[src/rtl/comparador_histeresis_if.sv]
// Bundles the sample/threshold inputs and the filtered compare outputs.
// Clock and reset are kept as plain ports on the comparator.
interface comparador_histeresis_if #(
  parameter int N = 5
) ();
  logic         sample_en;
  logic [N-1:0] d;
  logic [N-1:0] a;
  logic [1:0]   mode;
  logic         clear;
  logic         l;
  logic         l_raw;
  logic         rise;
  logic         fall;

  modport master (
    output sample_en, d, a, mode, clear,
    input  l, l_raw, rise, fall
  );

  modport slave (
    input  sample_en, d, a, mode, clear,
    output l, l_raw, rise, fall
  );
endinterface

[src/rtl/comparador_histeresis.sv]
// Hysteretic comparator with a consecutive-sample debounce filter.
// The raw compare is selected by mode. The filtered output l only changes
// after CNT consecutive qualifying samples.
//
// state   | meaning
// --------+-----------------------------------------------------------
// LOW     | l=0, waiting for an assert sample
// PEND_HI | l=0, counting consecutive assert samples toward CNT
// HIGH    | l=1, waiting for a release sample
// PEND_LO | l=1, counting consecutive release samples toward CNT
module comparador_histeresis #(
  parameter int N    = 5,
  parameter int HYST = 2,
  parameter int CNT  = 3
) (
  input  logic                      clk,
  input  logic                      reset_n,
  comparador_histeresis_if.slave    bus
);

  typedef enum logic [1:0] {LOW, PEND_HI, HIGH, PEND_LO} state_t;

  localparam logic [N:0] HYST_W = (N+1)'(HYST);
  localparam logic [7:0] CNT_W  = 8'(CNT);

  state_t     state;
  logic [7:0] count;
  logic [7:0] count_inc;
  logic       at_cnt;
  logic [N:0] d_w;
  logic [N:0] a_w;
  logic       hit;
  logic       rel;
  logic       l_q;
  logic       raw_q;
  logic       rise_q;
  logic       fall_q;

  assign d_w = {1'b0, bus.d};
  assign a_w = {1'b0, bus.a};

  // count is held at 0 in LOW/HIGH, so the same terminal compare also
  // covers the CNT=1 case where the first sample switches directly.
  assign count_inc = count + 8'd1;
  assign at_cnt    = (count_inc == CNT_W);

  // Assert and release conditions for the selected mode. The release
  // thresholds are rearranged (d+HYST < a, d > a+HYST) in N+1 bits, so an
  // out-of-range band can never be satisfied and release never happens.
  always_comb begin
    hit = 1'b0;
    rel = 1'b0;
    case (bus.mode)
      2'd0: begin
        hit = (d_w >= a_w);
        rel = ((d_w + HYST_W) < a_w);
      end
      2'd1: begin
        hit = (d_w > a_w);
        rel = ((d_w + HYST_W) < a_w);
      end
      2'd2: begin
        hit = (d_w <= a_w);
        rel = (d_w > (a_w + HYST_W));
      end
      default: begin
        hit = (d_w == a_w);
        rel = (d_w != a_w);
      end
    endcase
  end

  // Filter FSM with registered l, l_raw and single-cycle edge pulses.
  always_ff @(posedge clk or negedge reset_n) begin
    if (!reset_n) begin
      state  <= LOW;
      count  <= 8'd0;
      l_q    <= 1'b0;
      raw_q  <= 1'b0;
      rise_q <= 1'b0;
      fall_q <= 1'b0;
    end else begin
      rise_q <= 1'b0;
      fall_q <= 1'b0;
      if (bus.clear) begin
        state <= LOW;
        count <= 8'd0;
        l_q   <= 1'b0;
        raw_q <= 1'b0;
      end else if (bus.sample_en) begin
        raw_q <= hit;
        case (state)
          LOW, PEND_HI: begin
            if (hit) begin
              if (at_cnt) begin
                state  <= HIGH;
                count  <= 8'd0;
                l_q    <= 1'b1;
                rise_q <= 1'b1;
              end else begin
                state <= PEND_HI;
                count <= count_inc;
              end
            end else begin
              state <= LOW;
              count <= 8'd0;
            end
          end
          HIGH, PEND_LO: begin
            if (rel) begin
              if (at_cnt) begin
                state  <= LOW;
                count  <= 8'd0;
                l_q    <= 1'b0;
                fall_q <= 1'b1;
              end else begin
                state <= PEND_LO;
                count <= count_inc;
              end
            end else begin
              state <= HIGH;
              count <= 8'd0;
            end
          end
          default: begin
            state <= LOW;
            count <= 8'd0;
          end
        endcase
      end
    end
  end

  assign bus.l     = l_q;
  assign bus.l_raw = raw_q;
  assign bus.rise  = rise_q;
  assign bus.fall  = fall_q;

endmodule

[src/flat_wrapper.sv]
// flat-port wrapper written by rule: the top's interface ports become plain ports
module comparador_histeresis_flat 
#(
  parameter int N    = 5,
  parameter int HYST = 2,
  parameter int CNT  = 3
)
  (clk, reset_n, bus_sample_en, bus_d, bus_a, bus_mode, bus_clear, bus_l, bus_l_raw, bus_rise, bus_fall);
  comparador_histeresis_if #(.N(N)) bus_i ();
  input  logic clk;
  input  logic reset_n;
  input wire logic [$bits(bus_i.sample_en)-1:0] bus_sample_en;
  input wire logic [$bits(bus_i.d)-1:0] bus_d;
  input wire logic [$bits(bus_i.a)-1:0] bus_a;
  input wire logic [$bits(bus_i.mode)-1:0] bus_mode;
  input wire logic [$bits(bus_i.clear)-1:0] bus_clear;
  output wire logic [$bits(bus_i.l)-1:0] bus_l;
  output wire logic [$bits(bus_i.l_raw)-1:0] bus_l_raw;
  output wire logic [$bits(bus_i.rise)-1:0] bus_rise;
  output wire logic [$bits(bus_i.fall)-1:0] bus_fall;
  assign bus_i.sample_en = bus_sample_en;
  assign bus_i.d = bus_d;
  assign bus_i.a = bus_a;
  assign bus_i.mode = bus_mode;
  assign bus_i.clear = bus_clear;
  assign bus_l = bus_i.l;
  assign bus_l_raw = bus_i.l_raw;
  assign bus_rise = bus_i.rise;
  assign bus_fall = bus_i.fall;
  comparador_histeresis #(.N(N), .HYST(HYST), .CNT(CNT)) u_core (.clk(clk), .reset_n(reset_n), .bus(bus_i));
endmodule
[config.mk]
export PLATFORM = sky130hd
export DESIGN_NAME = comparador_histeresis_flat
export DESIGN_NICKNAME = d
export VERILOG_FILES = /design/src/rtl/comparador_histeresis_if.sv /design/src/rtl/comparador_histeresis.sv /design/src/flat_wrapper.sv
export SDC_FILE = /design/constraint.sdc
export NUM_CORES = 1
export LEC_CHECK = 0
export ABC_AREA = 1
export CAP_MARGIN = 5
export CORE_ASPECT_RATIO = 0.7
export CORE_MARGIN = 10
export CORE_UTILIZATION = 41
export CTS_CLUSTER_SIZE = 12
export DETAILED_ROUTE_END_ITERATION = 6
export RECOVER_POWER = 50
export REMOVE_ABC_BUFFERS = 1
export SETUP_SLACK_MARGIN = 0.15
export SYNTH_ARGS = -nofsm -noshare
export SYNTH_HDL_FRONTEND = slang
export SYNTH_SLANG_ARGS = --single-unit
[constraint.sdc]
create_clock -name clk -period 2.05 [get_ports clk]
set_clock_uncertainty 0.2 [all_clocks]
set_input_delay 0.41 -clock clk [delete_from_list [all_inputs] [get_ports clk]]
set_output_delay 0.41 -clock clk [all_outputs]
set_load 0.02 [all_outputs]
==> impl_results.md, run 1 <==
* Outcome: finished, violations left
* Failing checks: setup timing
* Total die area at 0.00584 mm2
* Cell variety after synth at 25
* # port buffers at 19
* Starting Density at 44.6%
* Die height at 67 um
* Measured slew at the worst slew-check pin at 0.758 ns
* Crit path buffers/inverters at 4
* CP max stage cell: ha_1
* GRT Resource Usage Total at between 10% and 20%
* Final hold violations at 0
* Initial DRC Count at between 100 and 150
* Final wirelength at 4.00 mm
* Tcrit/Tclk final at 102%
* Dpl hpwl at 2.88 mm
* Initial antenna violation count at 0
* Vias in the first global route at ~1300
* CTS tree: done
* Crit Reg-Reg Startpoint: u_core.count[1]
* Clock slew at reported path FFs at 0.06 ns
* Yosys warnings at 0
* Crit path to: u_core.bus.l
* Die width at between 80 and 90 um
* Crit-path most repeated cell: nand2_1
* Pin count of the biggest net entering global routing at 14
* Instance area at placement at between 0.0015 and 0.002 mm2
* DR vias at 1362
* Avg Vias per Cell at 5.08
* Post-Syn Instances at 185
* Peak Freq at 478 MHz
* Synthesized cell area at 0.00129 mm2
* Slew Viols, Final at 0
* Leak Pwr at ~0.94 nW
* Cell Rows at 16
* Relative slew slack at 49.5%
* Placer congestion estimate at 0.868
* Power per cell area at 450 mW/mm2
* Detailed Routing Iterations Pass 1 at 5
* Drt wl/cell at 14.9 um
* Worst path arrival time at 2.05 ns
* Register area share after synthesis at 25.1%
* N_diodes at 0
* Largest stage delay on the critical path at 0.29 ns
* Post-DRT Antenna Nets at 0
* R2r setup slk at around 0.10 ns
* Num Clock Sinks at 13
* I/O Pins at 20
* Core area at about 0.0029 mm2
* Fin nets at 266
* Total grt overflow at 0
* Yosys top cell by area: dfrtp_1
* Bufs on Longest Clock Path at 2
* Crit path cell chain: buf_8, ha_4, xnor2_2, ha_1, buf_4, nand3_1, nand3_1, nand2_1, nand2_1, nand2_2, nand2_4, buf_6, nand3_2, nand2_1, nand2_1, inv_1
* Setup CP Type: in2reg
* VDD IR-drop max at 0.294 mV
* Final setup vio count at 4
* Crit path max-delay family: simple AND/OR/NAND/NOR gates
* Final instance area at just over 0.002 mm2
* Max cap viols at 0
* R2r endpoint: u_core.bus.l
* PnR Total Power at about 0.9 mW
* Flop and latch count out of synthesis at 13
* Hold_buf cts at 0
* Final min period at 2.09 ns
* Critical Path RT at 2.01 ns
* TritonCTS Buffers at 3
* Syn_area_per_cell at 6.99 um2
* Fraction of layout cells with a size suffix above 1 at 42.7%
* CP Capture Type: register
* Crit. Startpoint: bus_a[2]
* Drc violations at 0
* Synth top area share at 25.1%
* First-pass GRT wire length at 6.26 mm
* Depth of the worst register-to-register path at 10
* Unrepaired setup endpoints after global routing: yes
* Post-route worst setup slack at -0.0408 ns
* CP Launch Type: primary input
* Peak fanout along the critical path at 3
* Clk root buf: clkbuf_8
* Area grow syn2layout at 57.4%
* Worst Hold Class: reg2reg
* Synth top area cells: dfrtp_1 25%, ha_1 16%, nand2_1 15%, inv_1 9.9%, nand3_1 6.2%
* H-tree levels at 1
* Worst skew pair latency at between 0.2 and 0.3 ns
* Critical Path Stages at 16
-- per-layer routing --
metal	part of all wire, %	GRT usage (%)	routed length [um]
met5	0	0	0
met1	46	18.0	1850
met4	0.48	1.98	19
met3	8.6	3.65	342
met2	45	21.3	1790
-- through the flow --
step           setup slack (ns)  hold slack (ns)  util, %  TNS, ns  instances
2_1_floorplan           -0.0859          -0.0856        -   -0.508        185
3_3_place_gp             -0.792            0.298     57.3    -8.96        258
3_5_place_dp             -0.899            0.324     57.3    -9.91        258
4_1_cts                 -0.0579            0.275     64.4   -0.270        263
5_1_grt                  -0.149            0.372     70.2    -1.04        268
6_report                -0.0408            0.353     70.2   -0.103        268
-- layout make-up --
class / instances / area [um2]
Sequential cell: 13 / 328
Tap cell: 36 / 45.0
Inverter: 35 / 134
Multi-Input combinational cell: 137 / 1110
Timing Repair Buffer: 43 / 372
Fill cell: 229 / 866
Clock buffer: 4 / 45.0
-- report_power, final --
group | switching (mW) | internal (mW) | total, mW
combinational | 0.208 | 0.174 | 0.382
sequential | 0.0165 | 0.271 | 0.288
clock | 0.110 | 0.138 | 0.248
-- worst min path at each step --
stage	to	from	slack, ns	depth (start not counted)
after CTS	u_core.bus.fall	reset_n	0.28	2
after global placement	u_core.bus.l_raw	u_core.bus.l_raw	0.30	1
after detailed placement	u_core.bus.l_raw	u_core.bus.l_raw	0.32	1
after floorplan	u_core.bus.fall	reset_n	-0.09	0
final	u_core.bus.l_raw	u_core.bus.l_raw	0.35	1
after global routing	u_core.bus.l_raw	u_core.bus.l_raw	0.37	1
-- timing repair --
action	CTS	global route
gates resized for setup	68	38
setup buffers	1	5
pin swaps	24	30
setup endpoints to repair	13	13
-- state kept, by name (all words and copies together), names as in the netlist --
signal            flops
u_core.count          8
u_core.bus.fall       1
u_core.bus.l          1
u_core.bus.l_raw      1
u_core.bus.rise       1
u_core.state          1
-- synth_stat cells --
cell type / count
a21oi_1: 4
a21oi_2: 1
a31oi_1: 1
a32o_1: 1
and3_1: 1
dfrtp_1: 13
ha_1: 17
inv_1: 34
inv_2: 1
nand2_1: 53
nand2_2: 4
nand3_1: 16
nand3_2: 2
nand3_4: 1
nand4_1: 5
nor2_1: 8
nor2_2: 2
nor2_4: 3
nor3_2: 1
nor4_1: 1
o21ai_0: 2
o21ai_1: 4
o22ai_1: 4
xnor2_1: 3
xor2_1: 3
-- cells in the final DEF (no fill, tap or decap), drive strengths merged, types with 3 or more instances in the layout --
cell	instances
a21oi	5
buf	30
clkbuf	5
clkdlybuf4s50	10
dfrtp	13
ha	17
inv	35
nand2	57
nand3	19
nand4	5
nor2	13
o21ai	6
o22ai	4
xnor2	3
xor2	3
-- logic make-up after synthesis --
family | count (synthesis) | share of synthesized area [%]
XOR/XNOR | 6 | 4.06
adder cells (fa/ha/maj) | 17 | 16.4
flip-flops | 13 | 25.1
AO/OA/AOI/OAI | 17 | 7.74
AND/OR/NAND/NOR | 97 | 36.5
buffers and inverters | 35 | 10.2
Note: power is estimated with default switching activity, not from simulation.
==> run 2, diff against run 1 <==
- PLACE_DENSITY_LB_ADDON: unset -> 0.1
==> impl_results.md, run 2 (same netlist as run 1, synthesis figures left out) <==
* Reg with most FFs: u_core.count
* Bufs on Longest Clock Path at 2
* I/O Pins at 20
* CP Capture Type: register
* Clk pwr share at between 20% and 30%
* Final instance area at slightly above 0.002 mm2
* Cell Int Power at 0.579 mW
* Post-Place Cells at ~260
* N_diodes at 0
* Peak Freq at 480 MHz
* Setup CP Type: in2reg
* Final Util at a little over two thirds
* Max cap viols at 0
* # port buffers at 19
* Clk root buf: clkbuf_8
* PnR Total Power at ~0.90 mW
* Total grt overflow at 0
* Post-route worst setup slack at -0.0347 ns
* Initial antenna violation count at 0
* DR vias at 1362
* Final cell count without fillers at approximately 260
* Post-DRT Antenna Nets at 0
* Multi-input logic area at roughly 0.0011 mm2
* Combinational Power Share at 42.7%
* Relative slew slack at 49.7%
* Most frequent cells in the layout: 41 x nand2_1, 28 x inv_1, 17 x buf_4
* Drt wl/cell at 14.6 um
* First-pass GRT wire length at 5.77 mm
* Power per cell area at between 400 and 500 mW/mm2
* VDD IR-drop max at 0.355 mV
* Unrepaired setup endpoints after global routing: yes
* Commonest non-fill, non-tap cell in the layout: nand2_1
* Drc violations at 0
* Fin nets at roughly 260
* Pin count of the biggest net entering global routing at 14
* Final min period at about 2.1 ns
* Dpl hpwl at 2.70 mm
* Critical Path RT at about 2.0 ns
* CTS tree: done
* Peak fanout along the critical path at 5
* FF+latch area at between 300 and 400 um2
* Hold Slack at around 0.3 ns
* Leak Pwr at 0.949 nW
* Psw at 0.326 mW
* Clock slew at reported path FFs at 0.05 ns
* Instance area at placement at 0.00167 mm2
* Avg Vias per Cell at 5.16
* Final wirelength at between 3 and 4 mm
* Final hold violations at 0
* Core area at about 0.0029 mm2
* CP Launch Type: primary input
* Initial DRC Count at 87
* Worst skew pair latency at 0.25 ns
* Final setup vio count at 2
* Setup TNS Final at -0.0400 ns
* Detailed Routing Iterations Pass 1 at 4
* Tcrit/Tclk final at 102%
* Fillers at around 210
* Fraction of layout cells with a size suffix above 1 at 41.2%
* Reg power frac at 31.3%
* Die height at 67 um
* Pre-CTS worst setup slack at -0.884 ns
* Worst Hold Class: reg2reg
* Area grow syn2layout at 56.8%
* Failing checks: setup timing
* Placer congestion estimate at 0.815
* Measured slew at the worst slew-check pin at 0.755 ns
* Vias in the first global route at roughly 1200
* Cell Rows at 16
* GRT Resource Usage Total at 12.2%
* Total die area at 0.00584 mm2
* TritonCTS Buffers at 3
* Num Clock Sinks at 13
* Slew Viols, Final at 0
* Outcome: finished, violations left
* Sw Ratio at 36.0%
* Max reg flops at 8
* Worst path arrival time at 2.05 ns
* Starting Density at between 40% and 50%
* Hold_buf cts at 0
* Die width at between 80 and 90 um
* H-tree levels at 1
-- run 2: changes by cell type in the layout (fill, tap and decap cells not counted), sizes merged --
cell,previous run,this run
clkdlybuf4s15,1,0
buf,30,27
clkdlybuf4s50,10,8
dlygate4sd2,0,2
-- run 2: timing repair --
| item | in CTS | in global routing |
|---|---|---|
| gates resized for setup | 72 | 42 |
| setup buffers | 0 | 1 |
| endpoints found under the setup margin | 13 | 13 |
| pin swaps | 30 | 26 |
-- run 2: final timing paths --
kind / startpoint / slack (ns) / cells after the start / end
max reg2reg: u_core.count[1] / 0.07 / 10 / u_core.bus.l
max in group asynchronous: reset_n / 0.64 / 2 / u_core.state[1]
min: u_core.bus.l_raw / 0.30 / 1 / u_core.bus.l_raw
min reg2reg: u_core.bus.l_raw / 0.30 / 1 / u_core.bus.l_raw
max: bus_a[2] / -0.03 / 14 / u_core.count[0]
min in group asynchronous: reset_n / 0.54 / 2 / u_core.count[7]
-- run 2: layout make-up --
cell class	instances	share of cell area, %
multi-input cells	137	56.4
repair buffers	39	16.5
flip-flops and latches	13	16.0
inverters	35	6.60
clock buffers	4	2.22
well taps	36	2.22
-- run 2: power groups by stage --
stage	clock network [mW]	logic, mW	registers [mW]
finish	0.235	0.386	0.283
floorplan	0	0.158	0.290
global route	0.249	0.425	0.284
global placement	0	0.279	0.287
detailed placement	0	0.286	0.287
CTS	0.235	0.327	0.283
-- run 2: critical path, stage by stage --
cell     delay, ns
buf_8         0.10
ha_4          0.16
xnor2_2       0.12
ha_1          0.30
nand2_1       0.07
nor2_2        0.13
nand2_1       0.08
nand3_1       0.08
nand2_2       0.07
nand2_2       0.08
nand2_4       0.06
nand2_4       0.10
nand4_1       0.12
a21oi_1       0.16
-- run 2: routing by layer --
metal	vias up	track usage (%)	wire length (um)
li1	685	-	-
met1	646	16.5	1830
met2	25	17.6	1750
met3	6	4.98	247
met4	0	2.58	40
met5	-	0	0
==> run 3, diff against run 2 <==
- CAP_MARGIN: 5 -> unset
==> results of run 3 <==
The final DEF is identical to that of run 2; final timing and power are the same.
